## src/rtl/uart_pkg.sv

```systemverilog
// Shared UART definitions: counter width, receiver state encoding and baud divider helper.
package uart_pkg;

  localparam int unsigned UART_CNT_W = 11;

  typedef enum logic [2:0] {
    IDLE,
    START,
    DATA,
    STOP,
    ERR
  } rx_state_t;

  function automatic int unsigned rate_cnt(input int unsigned clk_fre, input int unsigned rate);
    return (clk_fre * 32'd1_000_000) / rate - 32'd1;
  endfunction

endpackage

```

## src/rtl/uart_rx_sync.sv

```systemverilog
// Two-flop synchronizer for an asynchronous single-bit input; both flops reset to RST_VAL.
module uart_rx_sync #(
  parameter logic RST_VAL = 1'b1
) (
  input  logic clk,
  input  logic rst,
  input  logic i_d,
  output logic o_q
);

  logic r_meta;
  logic r_q;

  always_ff @(posedge clk or posedge rst) begin
    if (rst) begin
      r_meta <= RST_VAL;
      r_q    <= RST_VAL;
    end else begin
      r_meta <= i_d;
      r_q    <= r_meta;
    end
  end

  assign o_q = r_q;

endmodule

```

## src/rtl/uart_rx.sv

```systemverilog
// 8-N-1 UART receiver: LSB-first byte reassembly with framing-error detection.
// Define UART_RX_MAJORITY_EN to decide each bit by a 2-of-3 vote around the sample point.
module uart_rx
  import uart_pkg::*;
#(
  parameter int unsigned CLK_FRE   = 50,
  parameter int unsigned UART_RATE = 115200
) (
  input  logic       clk,
  input  logic       rst,
  input  logic       rx_pin,
  output logic       recv_en,
  output logic [7:0] recv_data,
  output logic       recv_busy,
  output logic       frame_err
);

  localparam int unsigned RATE_CNT = rate_cnt(CLK_FRE, UART_RATE);
  localparam int unsigned HALF     = RATE_CNT / 2;
  localparam int unsigned CNT_MAX  = (32'd1 << UART_CNT_W) - 32'd1;

  if (RATE_CNT > CNT_MAX || HALF < 2) begin : g_bad_cfg
    $error("uart_rx: baud divider does not fit the bit counter");
  end

  rx_state_t             r_state;
  rx_state_t             w_state_nxt;
  logic [UART_CNT_W-1:0] r_clk_cnt;
  logic [UART_CNT_W-1:0] w_cnt_nxt;
  logic [2:0]            r_bit_idx;
  logic [2:0]            w_idx_nxt;
  logic [7:0]            r_shift;
  logic [7:0]            w_shift_nxt;
  logic [7:0]            r_recv_data;
  logic [7:0]            w_data_nxt;
  logic                  r_recv_en;
  logic                  w_recv_en_nxt;
  logic                  r_frame_err;
  logic                  w_frame_err_nxt;
  logic                  r_busy;
  logic                  w_rx_s;
  logic                  w_sample;
  logic                  w_at_half;
  logic                  w_at_rate;

  uart_rx_sync #(
    .RST_VAL(1'b1)
  ) u_sync (
    .clk (clk),
    .rst (rst),
    .i_d (rx_pin),
    .o_q (w_rx_s)
  );

`ifdef UART_RX_MAJORITY_EN
  // Two most recent synchronized samples feed the vote together with the current one.
  logic [1:0] r_hist;

  always_ff @(posedge clk or posedge rst) begin
    if (rst) r_hist <= 2'b11;
    else     r_hist <= {r_hist[0], w_rx_s};
  end

  assign w_sample = (r_hist[1] & r_hist[0]) | (r_hist[1] & w_rx_s) | (r_hist[0] & w_rx_s);
`else
  assign w_sample = w_rx_s;
`endif

  assign w_at_half = (r_clk_cnt == UART_CNT_W'(HALF));
  assign w_at_rate = (r_clk_cnt == UART_CNT_W'(RATE_CNT));

  always_ff @(posedge clk or posedge rst) begin
    if (rst) begin
      r_state     <= IDLE;
      r_clk_cnt   <= '0;
      r_bit_idx   <= '0;
      r_shift     <= '0;
      r_recv_data <= '0;
      r_recv_en   <= 1'b0;
      r_frame_err <= 1'b0;
      r_busy      <= 1'b0;
    end else begin
      r_state     <= w_state_nxt;
      r_clk_cnt   <= w_cnt_nxt;
      r_bit_idx   <= w_idx_nxt;
      r_shift     <= w_shift_nxt;
      r_recv_data <= w_data_nxt;
      r_recv_en   <= w_recv_en_nxt;
      r_frame_err <= w_frame_err_nxt;
      r_busy      <= (r_state != IDLE);
    end
  end

  always_comb begin
    w_state_nxt     = r_state;
    w_cnt_nxt       = r_clk_cnt + UART_CNT_W'(1);
    w_idx_nxt       = r_bit_idx;
    w_shift_nxt     = r_shift;
    w_data_nxt      = r_recv_data;
    w_recv_en_nxt   = 1'b0;
    w_frame_err_nxt = 1'b0;

    unique case (r_state)
      IDLE: begin
        w_cnt_nxt = '0;
        if (!w_rx_s) w_state_nxt = START;
      end
      START: begin
        // A high sample at mid start bit means the edge was noise.
        if (w_at_half) begin
          w_cnt_nxt = '0;
          if (!w_sample) begin
            w_state_nxt = DATA;
            w_idx_nxt   = '0;
          end else begin
            w_state_nxt = IDLE;
          end
        end
      end
      DATA: begin
        if (w_at_rate) begin
          w_cnt_nxt              = '0;
          w_shift_nxt[r_bit_idx] = w_sample;
          w_idx_nxt              = r_bit_idx + 3'd1;
          if (r_bit_idx == 3'd7) w_state_nxt = STOP;
        end
      end
      STOP: begin
        if (w_at_rate) begin
          w_cnt_nxt = '0;
          if (w_sample) begin
            w_data_nxt    = r_shift;
            w_recv_en_nxt = 1'b1;
            w_state_nxt   = IDLE;
          end else begin
            w_frame_err_nxt = 1'b1;
            w_state_nxt     = ERR;
          end
        end
      end
      ERR: begin
        // Hold off until the line recovers so a break reports only once.
        w_cnt_nxt = '0;
        if (w_rx_s) w_state_nxt = IDLE;
      end
      default: begin
        w_cnt_nxt   = '0;
        w_state_nxt = IDLE;
      end
    endcase
  end

  assign recv_en   = r_recv_en;
  assign recv_data = r_recv_data;
  assign recv_busy = r_busy;
  assign frame_err = r_frame_err;

endmodule

```

## config.mk

```make
export PLATFORM = sky130hd
export DESIGN_NAME = uart_rx
export DESIGN_NICKNAME = d
export VERILOG_FILES = /design/src/rtl/uart_pkg.sv /design/src/rtl/uart_rx_sync.sv /design/src/rtl/uart_rx.sv
export SDC_FILE = /design/constraint.sdc
export NUM_CORES = 1
export LEC_CHECK = 0
export CAP_MARGIN = 20
export CORE_UTILIZATION = 57
export CTS_CLUSTER_DIAMETER = 80
export CTS_CLUSTER_SIZE = 16
export DETAILED_ROUTE_END_ITERATION = 16
export PLACE_DENSITY_LB_ADDON = 0.08
export SYNTH_ARGS = -nofsm -noshare
export SYNTH_HDL_FRONTEND = slang
export SYNTH_HIERARCHICAL = 1
export SYNTH_SLANG_ARGS = --single-unit
```

## constraint.sdc

```tcl
create_clock -name clk -period 2.65 [get_ports clk]
set_input_delay 0.795 -clock clk [delete_from_list [all_inputs] [get_ports clk]]
set_output_delay 0.795 -clock clk [all_outputs]
set_load 0.01 [all_outputs]
```

Word-level counts from Yosys, hierarchy flattened

Index checks and enable logic that the tools add are counted.
W data, S select, Z words.

$add $sub $neg: 2
Multipliers: 0
Div/mod/pow operators: 0
Magnitude comparators: 2
Equality and inequality tests: 14
Shift operators: 0
Multiplexer cells: 25
Bitwise operators: 0
Reductions and logical operators: 9

Operator list:

| operator                | count |
|---|---|
| $mux W3                 | 10 |
| $mux W11                | 2 |
| $pmux W11 S2            | 1 |
| $pmux W3 S5             | 1 |
| $ne A2 B2 Y1 const B    | 6 |
| $add A11 B1 Y11 const B | 1 |
| $eq A11 B8 Y1 const B   | 1 |
| $eq A11 B9 Y1 const B   | 1 |
| $bwmux W8               | 1 |
| $mux W1                 | 7 |
| $eq A3 B2 Y1 const B    | 2 |
| $eq A3 B3 Y1 const B    | 2 |
| $pmux W3 S2             | 1 |
| $reduce_and A6 Y1       | 1 |
| $lt A3 B4 Y1 const B    | 1 |
| $reduce_and A4 Y1       | 1 |
| $add A3 B1 Y3 const B   | 1 |
| $demux W1 S3            | 1 |
| $eq A3 B1 Y1 const B    | 1 |
| $ge A3 B1 Y1 const B    | 1 |
| $logic_not A3 Y1        | 1 |
| $reduce_and A3 Y1       | 1 |
| $reduce_bool A3 Y1      | 1 |
| $mux W2                 | 1 |
| other kinds (5)         | 5 |

Flip-flop bits (word level): 38
Latch bits: 0
Bits in writable memories: 0
ROM bits: 0
Output and inout port bits: 11
Memories kept: 0

Logic depth before layout (Yosys ltp)

Gate-level depths: netlist (run 1).

Word-level depth: 5
Mapped depth: 8
Mapped depth without buffers: 6

Hierarchy

The synthesis (run 1) kept the hierarchy.

By module, submodules not included:

| module       | times used | cells an instance | area each (um2) | sequential area each (um2) |
|---|---|---|---|---|
| uart_rx      | 1          | 153               | 1721.7          | 900.9 |
| uart_rx_sync | 1          | 3                 | 56.3            | 52.6 |

Worst setup path after synthesis (run 1)

No wires, ideal clock.

Path kind: register -> register
From: register r_clk_cnt[1]
To: register r_recv_data[0] (netlist: recv_data[0])
Setup time: 0.125 ns
Arrival time: 1.886 ns
Required time: 2.525 ns
Slack: 0.639 ns
Stages on the path, launching flop included: 8
Buffers on the path: 1
Period minus slack after synthesis: 2.011 ns
Cells stage by stage: dfrtp_1 inv_1 ha_1 or3b_4 nor4_4 and3_1 buf_4 mux2_2

Longest elaborated chain between the ends: 2

RTL lines:

| element                            | RTL line      | source |
|---|---|---|
| from (decl)                        | uart_rx.sv:28 | `logic [UART_CNT_W-1:0] r_clk_cnt;` |
| from (signal assigned)             | uart_rx.sv:84 | `r_clk_cnt <= w_cnt_nxt;` |
| $eq A11 B9 Y1                      | uart_rx.sv:70 | `assign w_at_rate = (r_clk_cnt == UART_CNT_W'(RATE_CNT));` |
| $reduce_and A3 Y1 (no source line) | --            |  |
| to (signal assigned)               | uart_rx.sv:87 | `r_recv_data <= w_data_nxt;` |
| to (decl)                          | uart_rx.sv:34 | `logic [7:0] r_recv_data;` |

Every way passes these cells.
A chain may end at the register's enable or synchronous reset.

Final worst setup path (run 1)

From: register r_clk_cnt[1]
To: register r_recv_data[3] (netlist: recv_data[3])

Same word-level chain as after synthesis.

==> results.cfg, run 1 <==
[global_routing]
grt_pass1_wl_mm = 5.69
grt_use_total_pct = 22.6
grt.overflow.total = 0
antenna_found_initial = 0
grt_pass1_vias = 1217
grt_start_max_net_pins = 37

[finish]
final_nets = 179
nFillCells = 214
area_growth_pct = 12.6
final_common_cell = dfrtp_1
final_cell_area_um2 = 2000
mostFrequentLayoutCells = dfrtp_1, nor2_1, mux2_2
final_layout_size_suffix_gt1_share_pct = 18.6
n_antenna_cell = 0
utilization_pct = 70.2

[drt]
drc = 1
firstDrtPassIters = 10
avgViaCountPerCell = 5.97
wl_per_cell_um = 15.1
drtAntennaViolNets = 0
route.vias.total = 1212
drt-initial-drc-count = 46
totalWireLength_mm = 3.07

[clocking]
cts.sinks = 38
cts_buffer_depth = 2
postCtsHoldBufs = 0
htree_levels = 2
cts_resized = 0
tritoncts = done
clk_latency_ps = 340
root_buffer = clkbuf_4
post-cts-setup-buffer-count = 0
cts.clk_slew.worst_paths_ps = 110
cts_made_buffers = 5

[place]
place_congestion = 0.806
hpwlAfterDp_mm = 2.12
io_buffers = 13
place_area_um2 = 1920

[logic_synthesis]
synth_fp_nets = 164
synth-seq-cells = 38
syn_area_per_cell_um2 = 11.4
ys_warn_count = 6
seq_area_frac_synth_pct = 53.6
synth_cells = 156
synth_cell_type_count = 35
syn-cell-area_um2 = 1780

[timing]
tightest_slew_ps = 437
tns_ps = 0
post-route-min-period_ps = 2290
holdWs_ps = 362
rsz0062_at_grt = no
hold_viol = 0
max_freq_ghz = 0.437
slew_headroom_pct = 70.8
finalSetupViolCount = 0
period_share_pct = 86.3
final-max-slew-violation-count = 0
skew_ps = 4.58

[run]
maxCapViolations = 0

[setup_path]
reg2reg_slack_ps = 360
critPathKind = reg -> reg
worstPathRequired_ps = 2890
arrival_ps = 2520
worstPathMaxFanout = 9
startpoint_type = flip-flop
endpoint_kind = flip-flop

[power]
ir_worst_vdd_mv = 0.327
powerDensity_nw_per_um2 = 496
leakage_nw = 0.902
finalPower_uw = 992

[floorplan]
coreArea_um2 = 2850
die_x_um = 57.9
pin_count = 14
die_h_um = 57.9
die_area_um2 = 3350
initial_core_util_pct = 62.3
placementRows = 19

[worst_hold_path]
hp-class = reg -> reg

[run_status]
violations = DRC
status = finished, violations left
==> cell usage after synthesis <==
cell | number | area share, %
a2111o_1 | 1 | 0.63
a21oi_1 | 5 | 1.4
a22o_1 | 3 | 1.5
a2bb2oi_1 | 1 | 0.49
a31oi_1 | 1 | 0.35
and2_1 | 2 | 0.70
and3_1 | 2 | 0.70
buf_2 | 1 | 0.28
buf_4 | 3 | 1.3
buf_6 | 1 | 0.63
clkbuf_1 | 3 | 0.63
dfrtp_1 | 36 | 51
dfstp_2 | 2 | 3.0
ha_1 | 5 | 3.5
inv_1 | 5 | 1.1
mux2_2 | 16 | 10
nand2_1 | 5 | 1.1
nand2b_1 | 1 | 0.35
nand3_1 | 10 | 2.8
nand4_1 | 6 | 2.1
nand4bb_1 | 1 | 0.63
nor2_1 | 18 | 3.8
nor2b_1 | 4 | 1.4
nor3_1 | 2 | 0.56
nor3b_1 | 1 | 0.42
nor4_1 | 2 | 0.70
nor4_4 | 1 | 1.2
o21ai_0 | 2 | 0.56
o31a_1 | 1 | 0.49
o31ai_1 | 1 | 0.42
or3_1 | 4 | 1.4
or3b_4 | 1 | 0.63
or4b_2 | 1 | 0.56
xnor2_1 | 6 | 3.0
xor2_1 | 2 | 0.99
==> state kept, by name, summed over array words and instances (netlist names) <==
signal,flops
u_sync/r_meta,1
recv_data,8
recv_en,1
recv_busy,1
r_clk_cnt,11
r_state,3
u_sync/o_q,1
r_bit_idx,3
frame_err,1
r_shift,8
==> cells by family after synthesis <==
logic type	count (synthesis)	synth area share [%]
XOR/XNOR	8	3.94
multiplexers	16	10.1
AND/OR/NAND/NOR	61	19.1
AO/OA/AOI/OAI	15	5.84
flip-flops	38	53.6
adder cells (fa/ha/maj)	5	3.52
buffers and inverters	13	3.87
==> layer usage <==
metal / global-route usage [%] / part of all wire [%]
met5: 0 / 0
met2: 33.7 / 48
met3: 6.70 / 4.4
met1: 31.1 / 46
met4: 9.18 / 1.5
==> critical path, stage by stage (launching register included) <==
cell	delay, ps
dfrtp_1	420
inv_1	90
ha_1	140
or3b_4	390
nor4_4	290
and3_1	460
mux2_2	390
==> stage by stage <==
stage / setup WS, ps / std cells
after floorplan: 639 / 156
after global placement: 480 / 195
after detailed placement: 370 / 195
after CTS: 352 / 203
after global routing: 222 / 203
final: 364 / 203
==> power breakdown <==
part / internal, mW / total [mW] / leakage [nW] / switching (mW)
clock: 0.198 / 0.390 / 0.0374 / 0.192
sequential: 0.582 / 0.585 / 0.504 / 0.00292
combinational: 0.00500 / 0.0171 / 0.361 / 0.0121
==> cell type report <==
type,instances,area [um2],area share [%]
Clock inverter,3,45.0,2.25
Multi-Input combinational cell,105,756,37.8
Inverter,5,18.8,0.938
Sequential cell,38,953,47.6
Timing Repair Buffer,16,153,7.62
Tap cell,31,38.8,1.94
Clock buffer,5,37.5,1.88
==> path summary, 6_finish.rpt <==
kind	end	from	cells past startpoint
hold / removal	u_sync/o_q$_DFF_PP1_	u_sync/r_meta$_DFF_PP1_	0
min in group asynchronous	u_sync/o_q$_DFF_PP1_	rst	2
hold reg to reg	u_sync/o_q$_DFF_PP1_	u_sync/r_meta$_DFF_PP1_	0
max in group asynchronous	r_shift[6]$_DFFE_PP0P_	rst	3
setup reg to reg	recv_data[3]$_DFFE_PP0P_	r_clk_cnt[1]$_DFF_PP0_	6
setup / recovery	recv_data[3]$_DFFE_PP0P_	r_clk_cnt[1]$_DFF_PP0_	6
No activity file was read; power rests on OpenSTA's default activity.
==> run 2: changes to the inputs <==
- GPL_TIMING_DRIVEN: unset -> 0
- HOLD_SLACK_MARGIN: unset -> 0.12
==> run 2 against run 1 <==
  * The flow still finishes with violations (DRC)
  * Worst hold slack better by 6.2 ps
  * Critical endpoint is now recv_data[5]$_DFFE_PP0P_
  * Combinational power up 43%
  * Worst setup slack better by 74 ps
  * Total power up 11%
  * Global-route usage up 0.59 points
  * Critical path depth up 1
  * Largest cell class unchanged
  * Non-clock buffer count up 6
  * Via count up 2.6%
  * Core utilization up 2.8 points
==> results.cfg, run 2 (synthesis gave the netlist of run 1 again) <==
[drt]
drt-initial-drc-count = 53
drtAntennaViolNets = 0
wl_per_cell_um = 16.0
drc = 1
totalWireLength_mm = 3.35
route.vias.total = 1244
avgViaCountPerCell = 5.95
firstDrtPassIters = 10

[floorplan]
die_h_um = 57.9
placementRows = 19
die_area_um2 = 3350
coreArea_um2 = 2850
initial_core_util_pct = 62.3
die_x_um = 57.9
pin_count = 14

[setup_path]
endpoint_kind = flip-flop
r2r_end = recv_data[5]$_DFFE_PP0P_
worstPathMaxFanout = 9
crit_end = recv_data[5]$_DFFE_PP0P_
reg2reg_depth = 7
r2r-start = r_clk_cnt[1]$_DFF_PP0_
reg2reg_slack_ps = 440
worstPathRequired_ps = 2890
arrival_ps = 2450
worstSetupStartpoint = r_clk_cnt[1]$_DFF_PP0_
critPathKind = reg -> reg
startpoint_type = flip-flop

[timing]
skew_ps = 4.29
rsz0062_at_grt = no
period_share_pct = 83.5
max_freq_ghz = 0.452
setup_ws_ps = 438
slew_headroom_pct = 55.6
tightest_slew_ps = 665
tns_ps = 0
finalSetupViolCount = 0
hold_viol = 0
final-max-slew-violation-count = 0
holdWs_ps = 368
post-route-min-period_ps = 2210

[clocking]
clk_latency_ps = 340
cts_resized = 0
cts.clk_slew.worst_paths_ps = 120
postCtsHoldBufs = 0
post-cts-setup-buffer-count = 0
cts_buffer_depth = 2
cts.sinks = 38
root_buffer = clkbuf_4
tritoncts = done
cts_made_buffers = 5
htree_levels = 2

[finish]
final_nets = 185
utilization_pct = 72.9
nFillCells = 228
mostFrequentLayoutCells = dfrtp_1, nor2_1, mux2_2
largest_reg_flops = 11
area_growth_pct = 17.0
final_common_cell = dfrtp_1
finalNonFillerCells = 209
final_layout_size_suffix_gt1_share_pct = 19.7
n_antenna_cell = 0
regMostFlops = r_clk_cnt

[worst_hold_path]
hold-path-cell-count = 0
hp-class = reg -> reg
hp-start = u_sync/r_meta$_DFF_PP1_

[global_routing]
grt.overflow.total = 0
grt_use_total_pct = 23.2
grt_pass1_wl_mm = 5.78
grt_pass1_vias = 1292
grt_start_max_net_pins = 23
antenna_found_initial = 0

[place]
post-place-cells = 201
pre_cts_ws_ps = 464
io_buffers = 13
place_congestion = 0.855
hpwlAfterDp_mm = 2.31

[power]
powerDensity_nw_per_um2 = 531
leakage_nw = 0.945
ir_worst_vdd_mv = 0.509

[run]
maxCapViolations = 0

[run_status]
status = finished, violations left
violations = DRC
==> run 2: changes by cell type in the layout (fill, tap and decap cells not counted) <==
cell and delta:
buf_6 +1, clkbuf_1 +3, buf_2 +1, clkinvlp_4 -2, buf_16 +1, clkinv_4 +1
bufinv_16 +1
==> run 2: area by class of cell <==
cell class              instances  area, um2  area share [%]
clock inverters                 3       68.8            3.31
well taps                      31       38.8            1.86
inverters                       5       18.8           0.902
repair buffers                 14        158            7.58
clock buffers                   5       37.5            1.80
flip-flops and latches         38        953            45.8
multi-input cells             105        756            36.3
plain buffers                   8       50.0            2.41
==> run 2: worst min-delay path by stage <==
stage | slack (ps) | endpoint
4_1_cts | 380 | u_sync/o_q$_DFF_PP1_
3_5_place_dp | 350 | u_sync/o_q$_DFF_PP1_
6_report | 370 | u_sync/o_q$_DFF_PP1_
3_3_place_gp | 350 | u_sync/o_q$_DFF_PP1_
5_1_grt | 380 | u_sync/o_q$_DFF_PP1_
2_1_floorplan | 350 | u_sync/o_q$_DFF_PP1_
==> run 2: power by group <==
group / total, mW / switching [mW] / internal [mW]
clock: 0.496 / 0.201 / 0.295
combinational: 0.0244 / 0.0160 / 0.00845
sequential: 0.584 / 0.00137 / 0.583
total: 1.10 / 0.218 / 0.886
==> run 2: through the flow <==
| stage | instance area (um2) | total power [mW] |
|---|---|---|
| finish | 2080 | 1.10 |
| global route | 2080 | 1.14 |
| CTS | 2080 | 1.12 |
| detailed placement | 1970 | 0.620 |
| global placement | 1950 | 0.614 |
| floorplan | 1780 | 0.606 |
==> run 2: worst max-delay path, stage by stage, from the launching register on <==
cell	delay [ps]
dfrtp_1	420
inv_1	90
ha_1	130
or3b_4	390
nor4_4	350
and3_1	200
buf_4	180
mux2_2	350
==> run 2: per-layer routing <==
layer	share of wire [%]	vias up	track usage [%]
li1	-	599	-
met1	46	607	30.6
met2	49	30	35.6
met3	3.8	8	7.37
met4	1.7	0	9.52
met5	0	-	0
